<file path="config.mk">
export PLATFORM = sky130hd
export DESIGN_NAME = memory_scan_reader
export DESIGN_NICKNAME = d
export VERILOG_FILES = /design/src/rtl/memory_scan_reader_pkg.sv /design/src/rtl/memory_scan_reader_settle_timer.sv /design/src/rtl/memory_scan_reader.sv
export SDC_FILE = /design/constraint.sdc
export NUM_CORES = 1
export LEC_CHECK = 0
export BUFFER_PORTS_ARGS = -buffer_cell sky130_fd_sc_hd__buf_2
export CORE_MARGIN = 4
export CORE_UTILIZATION = 47
export DETAILED_ROUTE_END_ITERATION = 16
export PLACE_DENSITY = 0.79
export SLEW_MARGIN = 20
export SYNTH_ARGS = -nofsm -noshare
export SYNTH_HDL_FRONTEND = slang
export SYNTH_SLANG_ARGS = --single-unit
</file>
<file path="constraint.sdc">
create_clock -name clk -period 2.08 [get_ports clk]
set_clock_uncertainty 0.05 [all_clocks]
set_input_delay 0.52 -clock clk [delete_from_list [all_inputs] [get_ports clk]]
set_output_delay 0.52 -clock clk [all_outputs]
set_load 0.01 [all_outputs]
</file>
<file path="src/rtl/memory_scan_reader_pkg.sv">
// Shared definitions for the memory scan reader and its sibling blocks.
//   - default word/address widths of the 4-entry byte memory system
//   - read-side FSM state encoding
//   - settle-timer counter width helper
package memory_scan_reader_pkg;

    localparam int unsigned DEFAULT_DATA_W = 8;
    localparam int unsigned DEFAULT_ADDR_W = 2;
    localparam int unsigned NUM_WORDS      = 2 ** DEFAULT_ADDR_W;

    typedef enum logic [1:0] {
        IDLE    = 2'd0,
        SETTLE  = 2'd1,
        PRESENT = 2'd2
    } scan_state_e;

    // Counter width for a settle time; a 1-cycle settle still needs one bit.
    function automatic int unsigned timer_width(input int unsigned cycles);
        return (cycles > 1) ? $clog2(cycles) : 1;
    endfunction

endpackage

</file>
<file path="src/rtl/memory_scan_reader_settle_timer.sv">
// Loadable down-counter measuring the address settle time.
// Ports:
//   clk, reset  - clock, synchronous active-high reset
//   load_i      - reload the counter with CYCLES-1
//   en_i        - count down by one (stops at zero)
//   expire_c    - counter is zero (combinational)
module memory_scan_reader_settle_timer
    import memory_scan_reader_pkg::*;
#(
    parameter int unsigned CYCLES = 1
) (
    input  logic clk,
    input  logic reset,
    input  logic load_i,
    input  logic en_i,
    output logic expire_c
);

    localparam int unsigned       CNT_W    = timer_width(CYCLES);
    localparam logic [CNT_W-1:0]  LOAD_VAL = CNT_W'(CYCLES - 1);

    logic [CNT_W-1:0] cnt_q, cnt_d;

    // Load has priority; counting saturates at zero.
    always_comb begin
        cnt_d = cnt_q;
        if (load_i) begin
            cnt_d = LOAD_VAL;
        end else if (en_i && (cnt_q != '0)) begin
            cnt_d = cnt_q - CNT_W'(1);
        end
    end

    always_ff @(posedge clk) begin
        if (reset) begin
            cnt_q <= '0;
        end else begin
            cnt_q <= cnt_d;
        end
    end

    assign expire_c = (cnt_q == '0);

endmodule

</file>
<file path="src/rtl/memory_scan_reader.sv">
// Read-side controller for the 4-entry byte memory: drives the address,
// waits a settle time, captures the byte and offers it on a valid/ready port.
// Single read, or a wrapping 4-beat sweep starting at start_addr.
// Ports:
//   clk, reset                 - clock, synchronous active-high reset
//   start, sweep, start_addr   - request (sampled in IDLE only)
//   addr, memory               - memory system address out / byte in
//   rd_data, rd_addr, rd_valid - captured beat, held until rd_ready
//   rd_ready                   - consumer accepts the current beat
//   busy, done                 - transaction in flight / final-accept pulse
module memory_scan_reader
    import memory_scan_reader_pkg::*;
#(
    parameter int unsigned DATA_W        = DEFAULT_DATA_W,
    parameter int unsigned ADDR_W        = DEFAULT_ADDR_W,
    parameter int unsigned SETTLE_CYCLES = 1
) (
    input  logic              clk,
    input  logic              reset,
    input  logic              start,
    input  logic              sweep,
    input  logic [ADDR_W-1:0] start_addr,
    output logic [ADDR_W-1:0] addr,
    input  logic [DATA_W-1:0] memory,
    output logic [DATA_W-1:0] rd_data,
    output logic [ADDR_W-1:0] rd_addr,
    output logic              rd_valid,
    input  logic              rd_ready,
    output logic              busy,
    output logic              done
);

    localparam int unsigned       WORDS     = 2 ** ADDR_W;
    localparam logic [ADDR_W-1:0] LAST_BEAT = ADDR_W'(WORDS - 1);

    if (SETTLE_CYCLES == 0) begin : g_bad_settle
        $error("memory_scan_reader: SETTLE_CYCLES must be >= 1");
    end

    scan_state_e       state_q, state_d;
    logic [ADDR_W-1:0] addr_q, addr_d;
    logic              mode_q, mode_d;
    logic [ADDR_W-1:0] beat_q, beat_d;
    logic [DATA_W-1:0] rd_data_q, rd_data_d;
    logic [ADDR_W-1:0] rd_addr_q, rd_addr_d;
    logic              rd_valid_q, rd_valid_d;
    logic              busy_q, busy_d;
    logic              done_q, done_d;

    logic timer_load_c;
    logic timer_en_c;
    logic timer_expire_c;

    memory_scan_reader_settle_timer #(
        .CYCLES (SETTLE_CYCLES)
    ) u_settle_timer (
        .clk      (clk),
        .reset    (reset),
        .load_i   (timer_load_c),
        .en_i     (timer_en_c),
        .expire_c (timer_expire_c)
    );

    // Next-state and datapath updates.
    always_comb begin
        state_d      = state_q;
        addr_d       = addr_q;
        mode_d       = mode_q;
        beat_d       = beat_q;
        rd_data_d    = rd_data_q;
        rd_addr_d    = rd_addr_q;
        rd_valid_d   = rd_valid_q;
        busy_d       = busy_q;
        done_d       = 1'b0;
        timer_load_c = 1'b0;
        timer_en_c   = 1'b0;

        unique case (state_q)
            IDLE: begin
                if (start) begin
                    addr_d       = start_addr;
                    mode_d       = sweep;
                    beat_d       = '0;
                    busy_d       = 1'b1;
                    timer_load_c = 1'b1;
                    state_d      = SETTLE;
                end
            end
            SETTLE: begin
                timer_en_c = 1'b1;
                if (timer_expire_c) begin
                    rd_data_d  = memory;
                    rd_addr_d  = addr_q;
                    rd_valid_d = 1'b1;
                    state_d    = PRESENT;
                end
            end
            PRESENT: begin
                // Memory is not re-sampled here; the captured beat is held.
                if (rd_valid_q && rd_ready) begin
                    rd_valid_d = 1'b0;
                    if (mode_q && (beat_q != LAST_BEAT)) begin
                        beat_d       = beat_q + ADDR_W'(1);
                        addr_d       = addr_q + ADDR_W'(1);
                        timer_load_c = 1'b1;
                        state_d      = SETTLE;
                    end else begin
                        busy_d  = 1'b0;
                        done_d  = 1'b1;
                        state_d = IDLE;
                    end
                end
            end
            default: begin
                state_d = IDLE;
            end
        endcase
    end

    always_ff @(posedge clk) begin
        if (reset) begin
            state_q    <= IDLE;
            addr_q     <= '0;
            mode_q     <= 1'b0;
            beat_q     <= '0;
            rd_data_q  <= '0;
            rd_addr_q  <= '0;
            rd_valid_q <= 1'b0;
            busy_q     <= 1'b0;
            done_q     <= 1'b0;
        end else begin
            state_q    <= state_d;
            addr_q     <= addr_d;
            mode_q     <= mode_d;
            beat_q     <= beat_d;
            rd_data_q  <= rd_data_d;
            rd_addr_q  <= rd_addr_d;
            rd_valid_q <= rd_valid_d;
            busy_q     <= busy_d;
            done_q     <= done_d;
        end
    end

    assign addr     = addr_q;
    assign rd_data  = rd_data_q;
    assign rd_addr  = rd_addr_q;
    assign rd_valid = rd_valid_q;
    assign busy     = busy_q;
    assign done     = done_q;

endmodule

</file>
; ---- Word-level counts from Yosys, hierarchy flattened
; Cells that the tools add are included.
[totals]
reg_bits = 21
input_bits = 15
out_inout_bits = 15
word_cells = 64
[classes]
n_addsub = 3
n_eq_ne = 8
muxes = 26
bitwise_logic = 3
n_reduce_logical = 14
[op_table]
columns = operator, count
row1 = two-way mux 2 bit, 9
row2 = "inequality test 2 bit, second input constant", 6
row3 = two-way mux 1 bit, 11
row4 = case mux 2 bit (2 select lines), 2
row5 = AND reduction 4 bit, 2
row6 = case mux 1 bit (2 select lines), 3
row7 = case mux 2 bit (3 select lines), 1
row8 = AND reduction 3 bit, 2
row9 = "adder 2 x 1 -> 2 bit, second input constant", 2
row10 = AND reduction 2 bit, 2
row11 = nonzero test 2 bit, 2
row12 = logical AND 1 bit, 3
row13 = NOT 1 bit, 3
row14 = OR reduction 3 bit, 1
row15 = "equality test 2 x 1 -> 1 bit, second input constant", 1
row16 = "equality test 2 bit, second input constant", 1
row17 = logical NOT 2 bit, 1
row18 = OR reduction 2 bit, 1
row19 = "subtractor 1 bit, second input constant", 1

; ---- Logic depth before layout (Yosys ltp)
; Gate-level depths: netlist (run 1).
[logic_depth]
depth_word = 6
depth_mapped = 5
ltp_nobuf = 5

; ---- Hierarchy
; Synthesis (run 1) repeated with hierarchy kept, for this count alone.
[hier_totals]
hier_cells = 100
hier_area_um2 = 879.6
[modules_own_cells]
columns = mod, instances, cells_per_inst, area_per_inst_um2, seq_area_each_um2
row1 = memory_scan_reader, 1, 97, 840.8, 400.4
row2 = memory_scan_reader_settle_timer, 1, 3, 38.8, 20.0

; ---- Worst setup path after synthesis (run 1)
; No wires, ideal clock.
[synth_timing]
path_kind = in2reg
from = input start
to = register addr_q[0], in the netlist addr[0]
setup_ns = 0.088
t_arrival_ns = 1.504
required_time_ns = 1.942
slack_ns = 0.438
path_stages = 5
n_path_buf = 1
cell_sequence = or3b_1 > buf_2 > a22oi_4 > a21oi_2 > a311oi_2
[synth_via]
elab_chain_cells = 2
[synth_rtl]
columns = item, line
row1 = "start, declared", memory_scan_reader.sv:20  ; input logic start,
row2 = inequality test 2 bit (no source line), -
row3 = AND reduction 4 bit (no source line), -
row4 = "end signal, assigned", memory_scan_reader.sv:133  ; addr_q <= addr_d;
row5 = "end, declared", memory_scan_reader.sv:41  ; logic [ADDR_W-1:0] addr_q, addr_d;
; No other way between the ends.
; A chain may end at the register's enable or synchronous reset.

; ---- Worst setup path after layout (run 1)
[layout_timing]
from = register state_q[1]
to = register addr_q[0], in the netlist addr[0]
[layout_via]
elab_chain_cells = 3
word_cells_on_any_way = 8
cone_classes = 4 x eq/ne / 1 x mux / 3 x reduce/logical
[layout_rtl]
columns = item, line
row1 = "start, declared", memory_scan_reader.sv:40  ; scan_state_e state_q, state_d;
row2 = "start signal, assigned", memory_scan_reader.sv:132  ; state_q <= state_d;
row3 = equality test 2 bit or logical NOT 2 bit (tied branches), memory_scan_reader.sv:78  ; unique case (state_q)
row4 = inequality test 2 bit (no source line) or nonzero test 2 bit (tied branches), -
row5 = AND reduction 4 bit (no source line), -
; Several ways; a longest one is shown, not always the timed one.

==> summary.txt, run 1 <==
Pwr
  • Leakage: around 0.48 nW
  • Peak VDD IR: ~450 uV
  • Clock share of power: a little under a quarter
  • Cell area power density: approximately 730 nW/um2
  • Sequential fraction of design power: between 50% and 60%
  • Sw Pwr: ~0.21 mW
  • Int Pwr: around 0.57 mW
  • Switching part of the total power: a little over a quarter
  • Logic pwr share: between 10% and 20%

Worst setup path
  • Reg2reg end: addr[0]
  • Max Fanout on Critical Path: 11
  • FF-to-FF path depth: 4
  • Crit path required time: 2.25 ns
  • R2R setup slack: approximately 0.32 ns
  • Kind of critical path: reg -> reg
  • Crit path launch: state_q[1]
  • Worst r2r src: state_q[1]
  • WP data arrival: slightly below 2 ns
  • Setup crit start kind: flip-flop
  • Crit path capture: addr[0]
  • CP endpoint kind: flip-flop

Timing
  • Final setup TNS: 0 ns
  • Final setup fails: 0
  • Max-slew violation count: 0
  • Period utilization: between 80% and 90%
  • Measured slew at the worst slew-check pin: slightly above 0.4 ns
  • Crit path time final: between 1.5 and 2 ns
  • Final worst slack: 0.315 ns
  • Fmax: between 0.5 and 0.6 GHz
  • Max-Slew Margin vs Limit: between 70 and 80%
  • Final hold violation count: 0
  • RSZ-0062 raised after global routing: false

Detailed routing
  • Vias per cell: approximately 5.0
  • Vias: 720
  • Routed WL: between 1.5 and 2 mm
  • DRT Pass-1 Iters: 4
  • Residual DRC count: 0
  • Number of DRC markers in iteration 0: 5
  • Post-route antenna net violation count: 0
  • Routed len/inst: 11.7 um

Final layout
  • Antenna cells: 0
  • Final core occ: about three fifths
  • Area grow syn2layout: 21.2%
  • Layout cells sized above 1: about a third
  • Nets@finish: ~140

Floorplanning
  • Initial core utilization: about half
  • Die H: slightly above 50 um
  • IO Pins: 30
  • CORE AREA: 1750 um2
  • Horiz. Die Dim: slightly above 50 um
  • Num rows: 15
  • Die Area: around 2600 um2

CTS
  • Htree depth: 1
  • CTS tree: done
  • Num Clock Sinks: 21
  • Clock tree root buffer cell: clkbuf_4
  • CTS Buf Count: 3
  • Hold Buf Count CTS: 0
  • CTS resizes: 0
  • Worst-Skew Late Latency: roughly 0.30 ns
  • Reg clk slew, reported paths: between 0.1 and 0.15 ns
  • Max clock buf depth: 2
  • Setup Fix Bufs, Post-CTS: 0

Global routing
  • Initial antenna violation count: 0
  • Total congestion overflow: 0
  • Largest net degree at the start of global routing: 22
  • Vias in the first global route: 661
  • Global-route wire length before repair: 2.78 mm
  • Gr usage total: between 10% and 20%

Yosys
  • Synth area leaders: dfxtp_1 (48%), mux2i_1 (14%), nor2_1 (6.8%)
  • Synth Area in Adders: roughly 1.4%
  • Number of flops mapped to enable cells by yosys: 0
  • Top cell type's share of synthesized area: between 40% and 50%
  • Synth Area in XOR/XNOR: 0%
  • Main synth FF type: dfxtp_1
  • Most frequent cell after synthesis: dfxtp_1
  • Synth Area in Compound Gates: 14.6%
  • Area leader, netlist: dfxtp_1
  • Top cells by count, synth: dfxtp_1 (21), nor2_1 (16), mux2i_1 (12)
  • Largest family of logic cells by synthesized area: simple AND/OR/NAND/NOR gates
  • Synth warnings: 0
  • Synthesized instance count: 89
  • #FFs+latches synth: 21
  • Synth Net Count: roughly 110
  • Async set-reset flop share out of synthesis: 0%
  • Post-Synth Simple-Gate Area: roughly a fifth
  • Post-synthesis area per instance: a little under 10 um2
  • Mux share of post-synthesis cell area: about 14%
  • Post-synthesis cell area: slightly below 900 um2
  • Post-synth cell types: 28
  • Post-synthesis sequential area ratio: 47.6%

Worst hold path
  • Hold Path Origin: memory[4]
  • Worst Hold Class: in -> reg

Placement
  • Number of port buffers: 29
  • Setup WS pre-CTS: ~0.25 ns
  • GP Congestion: just over 0.7
  • HPWL Detailed: 1.27 mm

Run status
  • Status: completed

Job
  • Max-cap violation count: 0
==> critical path, cell delays in order (launching register included) <==
cell and delay [ns]:
dfxtp_1 0.59, nand4b_1 0.35, a22oi_4 0.38, a21oi_2 0.09, a311oi_2 0.23
==> logic make-up (layout without fill, tap and decap cells) <==
logic type / after synthesis / count (layout)
DFF: 21 / 21
muxes: 12 / 12
adders and majority gates: 1 / 1
buffers and inverters: 7 / 36
and+or+nand+nor: 33 / 33
AOI/OAI and AO/OA: 15 / 15
==> worst min-delay path by stage <==
stage	end	slack, ns	cells past startpoint
5_1_grt	rd_data[6]	0.41	3
6_report	rd_data[4]	0.40	3
4_1_cts	rd_data[4]	0.38	3
2_1_floorplan	beat_q[1]	0.40	2
3_5_place_dp	busy	0.40	2
3_3_place_gp	busy	0.40	2
==> flip-flops by register name, indices dropped and copies added, names as in the netlist <==
| register | flops |
|---|---|
| state_q | 2 |
| busy | 1 |
| mode_q | 1 |
| rd_valid | 1 |
| rd_data | 8 |
| done | 1 |
| rd_addr | 2 |
| u_settle_timer.cnt_q | 1 |
| beat_q | 2 |
| addr | 2 |
==> metal layers <==
metal | up-vias | part of all wire, % | track usage (%) | wire (um)
met2 | 21 | 47 | 21.9 | 782
li1 | 366 | - | - | -
met4 | 0 | 0 | 5.24 | 0
met3 | 0 | 8.7 | 5.83 | 146
met1 | 333 | 45 | 16.7 | 750
met5 | - | 0 | 0 | 0
==> cells in the final DEF (no fill, tap or decap), types with 2 or more instances in the layout <==
cell type  Yosys  routed
a21oi_1        4       4
buf_2          3      29
clkbuf_4       0       3
dfxtp_1       21      21
inv_1          2       2
mux2i_1       12      12
nand2_1        4       4
nand2b_1       4       4
nand3_1        2       2
nor2_1        16      16
nor3b_1        2       2
==> power by group through the flow <==
stage | registers (mW) | clock network (mW) | logic [mW]
after detailed placement | 0.460 | 0 | 0.147
after floorplan | 0.462 | 0 | 0.0980
after global routing | 0.454 | 0.208 | 0.163
after global placement | 0.459 | 0 | 0.143
final | 0.451 | 0.187 | 0.146
after CTS | 0.451 | 0.203 | 0.148
==> area by class of cell <==
cell class	instances	area [um2]
fill	151	674
multi-input combinational	61	433
sequential	21	420
timing repair buffer	30	153
tap	25	31.3
clock buffer	4	26.3
inverter	2	7.51
==> through the flow <==
step,hold WS (ns),cells,cell area (um2),total power [mW]
6_report,0.397,143,1070,0.784
5_1_grt,0.406,143,1070,0.825
3_3_place_gp,0.395,139,1040,0.602
3_5_place_dp,0.404,139,1040,0.607
2_1_floorplan,0.400,89,883,0.560
4_1_cts,0.385,143,1070,0.801
(Power assumes the default switching activity.)
==> run 2: changes to the inputs <==
--- a/config.mk
+++ b/config.mk
@@ -7,9 +7,9 @@
 export LEC_CHECK = 0
 export BUFFER_PORTS_ARGS = -buffer_cell sky130_fd_sc_hd__buf_2
 export CORE_MARGIN = 4
-export CORE_UTILIZATION = 47
+export CORE_UTILIZATION = 43
 export DETAILED_ROUTE_END_ITERATION = 16
-export PLACE_DENSITY = 0.79
+export PLACE_DENSITY = 0.77
 export SLEW_MARGIN = 20
 export SYNTH_ARGS = -nofsm -noshare
 export SYNTH_HDL_FRONTEND = slang
==> constraint.sdc (replaced) <==
create_clock -name clk -period 1.55 [get_ports clk]
set_clock_uncertainty 0.05 [all_clocks]
set_input_delay 0.3875 -clock clk [delete_from_list [all_inputs] [get_ports clk]]
set_output_delay 0.3875 -clock clk [all_outputs]
set_load 0.01 [all_outputs]
==> summary.txt, run 2 (synthesis gave the netlist of run 1 again) <==
Worst setup path
  • FF-to-FF path depth: 4 (unchanged)
  • Worst path cell trace: or3b_4 > a22oi_4 > o21ai_2 > a221oi_2
  • Crit path capture: addr[1]
  • Worst r2r src: state_q[1]
  • Crit path required time: 1.72 ns (-0.53 ns)
  • R2R setup slack: 0.04 ns (-0.28 ns)
  • Reg2reg end: addr[1]
  • Max Fanout on Critical Path: 7 (-4)
  • CP endpoint kind: flip-flop
  • Setup crit start kind: flip-flop
  • Crit path launch: state_q[1]
  • CP max-delay cell: or3b_4
  • Kind of critical path: reg -> reg
  • Slowest stage delay, CP: 0.42 ns (-0.17 ns)
  • WP data arrival: 1.68 ns (-0.26 ns)

Floorplanning
  • Die H: 53.3 um (+3.8%)
  • Die Area: 2840 um2 (+7.8%)
  • Horiz. Die Dim: 53.3 um (+3.8%)
  • IO Pins: 30 (unchanged)
  • CORE AREA: 1960 um2 (+12%)
  • Num rows: 16 (+1)
  • Initial core utilization: 45.0% (-5.6 points)

Placement
  • GP Congestion: 0.758 (+5.5%)
  • Setup WS pre-CTS: -0.0688 ns (-0.323 ns)
  • Placed insts: 146 (+5.0%)
  • Number of port buffers: 29 (unchanged)
  • HPWL Detailed: 1.39 mm (+9.4%)

Global routing
  • Gr usage total: 15.0% (+1.1 points)
  • Initial antenna violation count: 0 (unchanged)
  • M1 GR Usage: 17.8% (+1.1 points)
  • Largest net degree at the start of global routing: 22 (unchanged)
  • M2 GR Usage: 24.7% (+2.8 points)
  • Total congestion overflow: 0 (unchanged)
  • Vias in the first global route: 738 (+12%)
  • Global-route wire length before repair: 3.12 mm (+12%)
  • GRT busiest layer: met2
  • Met3 Use GR: 4.79% (-1.0 points)

Timing
  • RSZ-0062 raised after global routing: true
  • Measured slew at the worst slew-check pin: 0.381 ns (-0.0338 ns)
  • Final worst slack: 0.0390 ns (-0.276 ns)
  • Period utilization: 97.5% (+13 points)
  • Final setup fails: 0 (unchanged)
  • Max-Slew Margin vs Limit: 74.6% (+2.3 points)
  • Max-slew violation count: 0 (unchanged)
  • Crit path time final: 1.51 ns (-0.254 ns)
  • Fmax: 0.662 GHz (+17%)
  • Final hold violation count: 0 (unchanged)

Detailed routing
  • Number of DRC markers in iteration 0: 11 (+6)
  • Vias: 760 (+5.6%)
  • Residual DRC count: 0 (unchanged)
  • DRT Pass-1 Iters: 4 (unchanged)
  • Routed WL: 1.90 mm (+13%)
  • Post-route antenna net violation count: 0 (unchanged)
  • Routed len/inst: 12.3 um (+4.9%)
  • Vias per cell: 4.94 (-2.0%)

CTS
  • Hold Buf Count CTS: 0 (unchanged)
  • Htree depth: 1 (unchanged)
  • Reg clk slew, reported paths: 0.12 ns (about the same)
  • CTS Buf Count: 3 (unchanged)
  • Max clock buf depth: 2 (unchanged)
  • CTS tree: done
  • Worst-Skew Late Latency: 0.30 ns (about the same)
  • Clock tree root buffer cell: clkbuf_4
  • Num Clock Sinks: 21 (unchanged)

Pwr
  • Leakage: 0.533 nW (+11%)
  • Overall power: 1.10 mW (+40%)
  • Cell area power density: 947 nW/um2 (+29%)
  • Peak VDD IR: 578 uV (+28%)

Worst hold path
  • Worst Hold Class: in -> reg

Final layout
  • Nets@finish: 144 (+6.7%)
  • Most frequent cells in the layout: buf_2 (29), dfxtp_1 (18), nor2_1 (16)
  • Final core occ: 59.2% (-2.2 points)
  • Non-filler cells, final: 154 (+7.7%)
  • Layout cells sized above 1: 42.5% (+9.5 points)
  • Max FFs per register: 8 (unchanged)
  • Antenna cells: 0 (unchanged)
  • Area grow syn2layout: 31.4%
  • Commonest non-fill, non-tap cell in the layout: buf_2

Run status
  • Status: completed

Job
  • Max-cap violation count: 0 (unchanged)
[run 2: what timing repair did]
action | 4_1_cts | 5_1_grt
setup endpoints to repair | 2 | 5
buffers inserted | 0 | 4
gates resized for setup | 0 | 8
pin swaps | 1 | 3
[run 2: worst max-delay path: cells and delay by family, from the launching register on]
family             cells  cell delay, ns
DFF                    1            0.37
AOI/OAI and AO/OA      3            0.59
and+or+nand+nor        1            0.42
[run 2: worst min-delay path by stage]
stage,to,depth (start not counted),slack [ns],startpoint
after CTS,rd_data[4],3,0.26,memory[4]
after global routing,mode_q,3,0.26,sweep
after global placement,busy,2,0.40,busy
final,rd_data[0],3,0.27,memory[0]
after floorplan,beat_q[1],2,0.40,beat_q[1]
after detailed placement,busy,2,0.41,busy
[run 2: layout make-up]
cell class / instances / area, um2
Tap cell: 27 / 33.8
Fill cell: 192 / 801
Clock inverter: 1 / 5.00
Inverter: 2 / 7.51
Timing Repair Buffer: 39 / 220
Clock buffer: 3 / 22.5
Sequential cell: 21 / 429
Multi-Input combinational cell: 61 / 443
[run 2: stage by stage]
stage          hold slack, ns  TNS (ns)  cell area [um2]
6_report                0.271         0             1160
5_1_grt                 0.260   -0.0632             1160
4_1_cts                 0.264         0             1110
3_5_place_dp            0.413    -0.161             1080
3_3_place_gp            0.395  -0.00961             1080
2_1_floorplan           0.400         0              883
[run 2: where the power goes]
group | total [mW] | internal [mW] | leakage (nW) | switching, mW
clock network | 0.260 | 0.0960 | 0.0177 | 0.164
logic | 0.237 | 0.122 | 0.342 | 0.116
registers | 0.602 | 0.573 | 0.173 | 0.0290
total | 1.10 | 0.791 | 0.533 | 0.309
[run 2: routing by layer]
metal | up-vias | part of all wire, %
li1 | 384 | -
met2 | 22 | 51
met3 | 2 | 6.0
met1 | 352 | 43
met4 | 0 | 0.53
met5 | - | 0
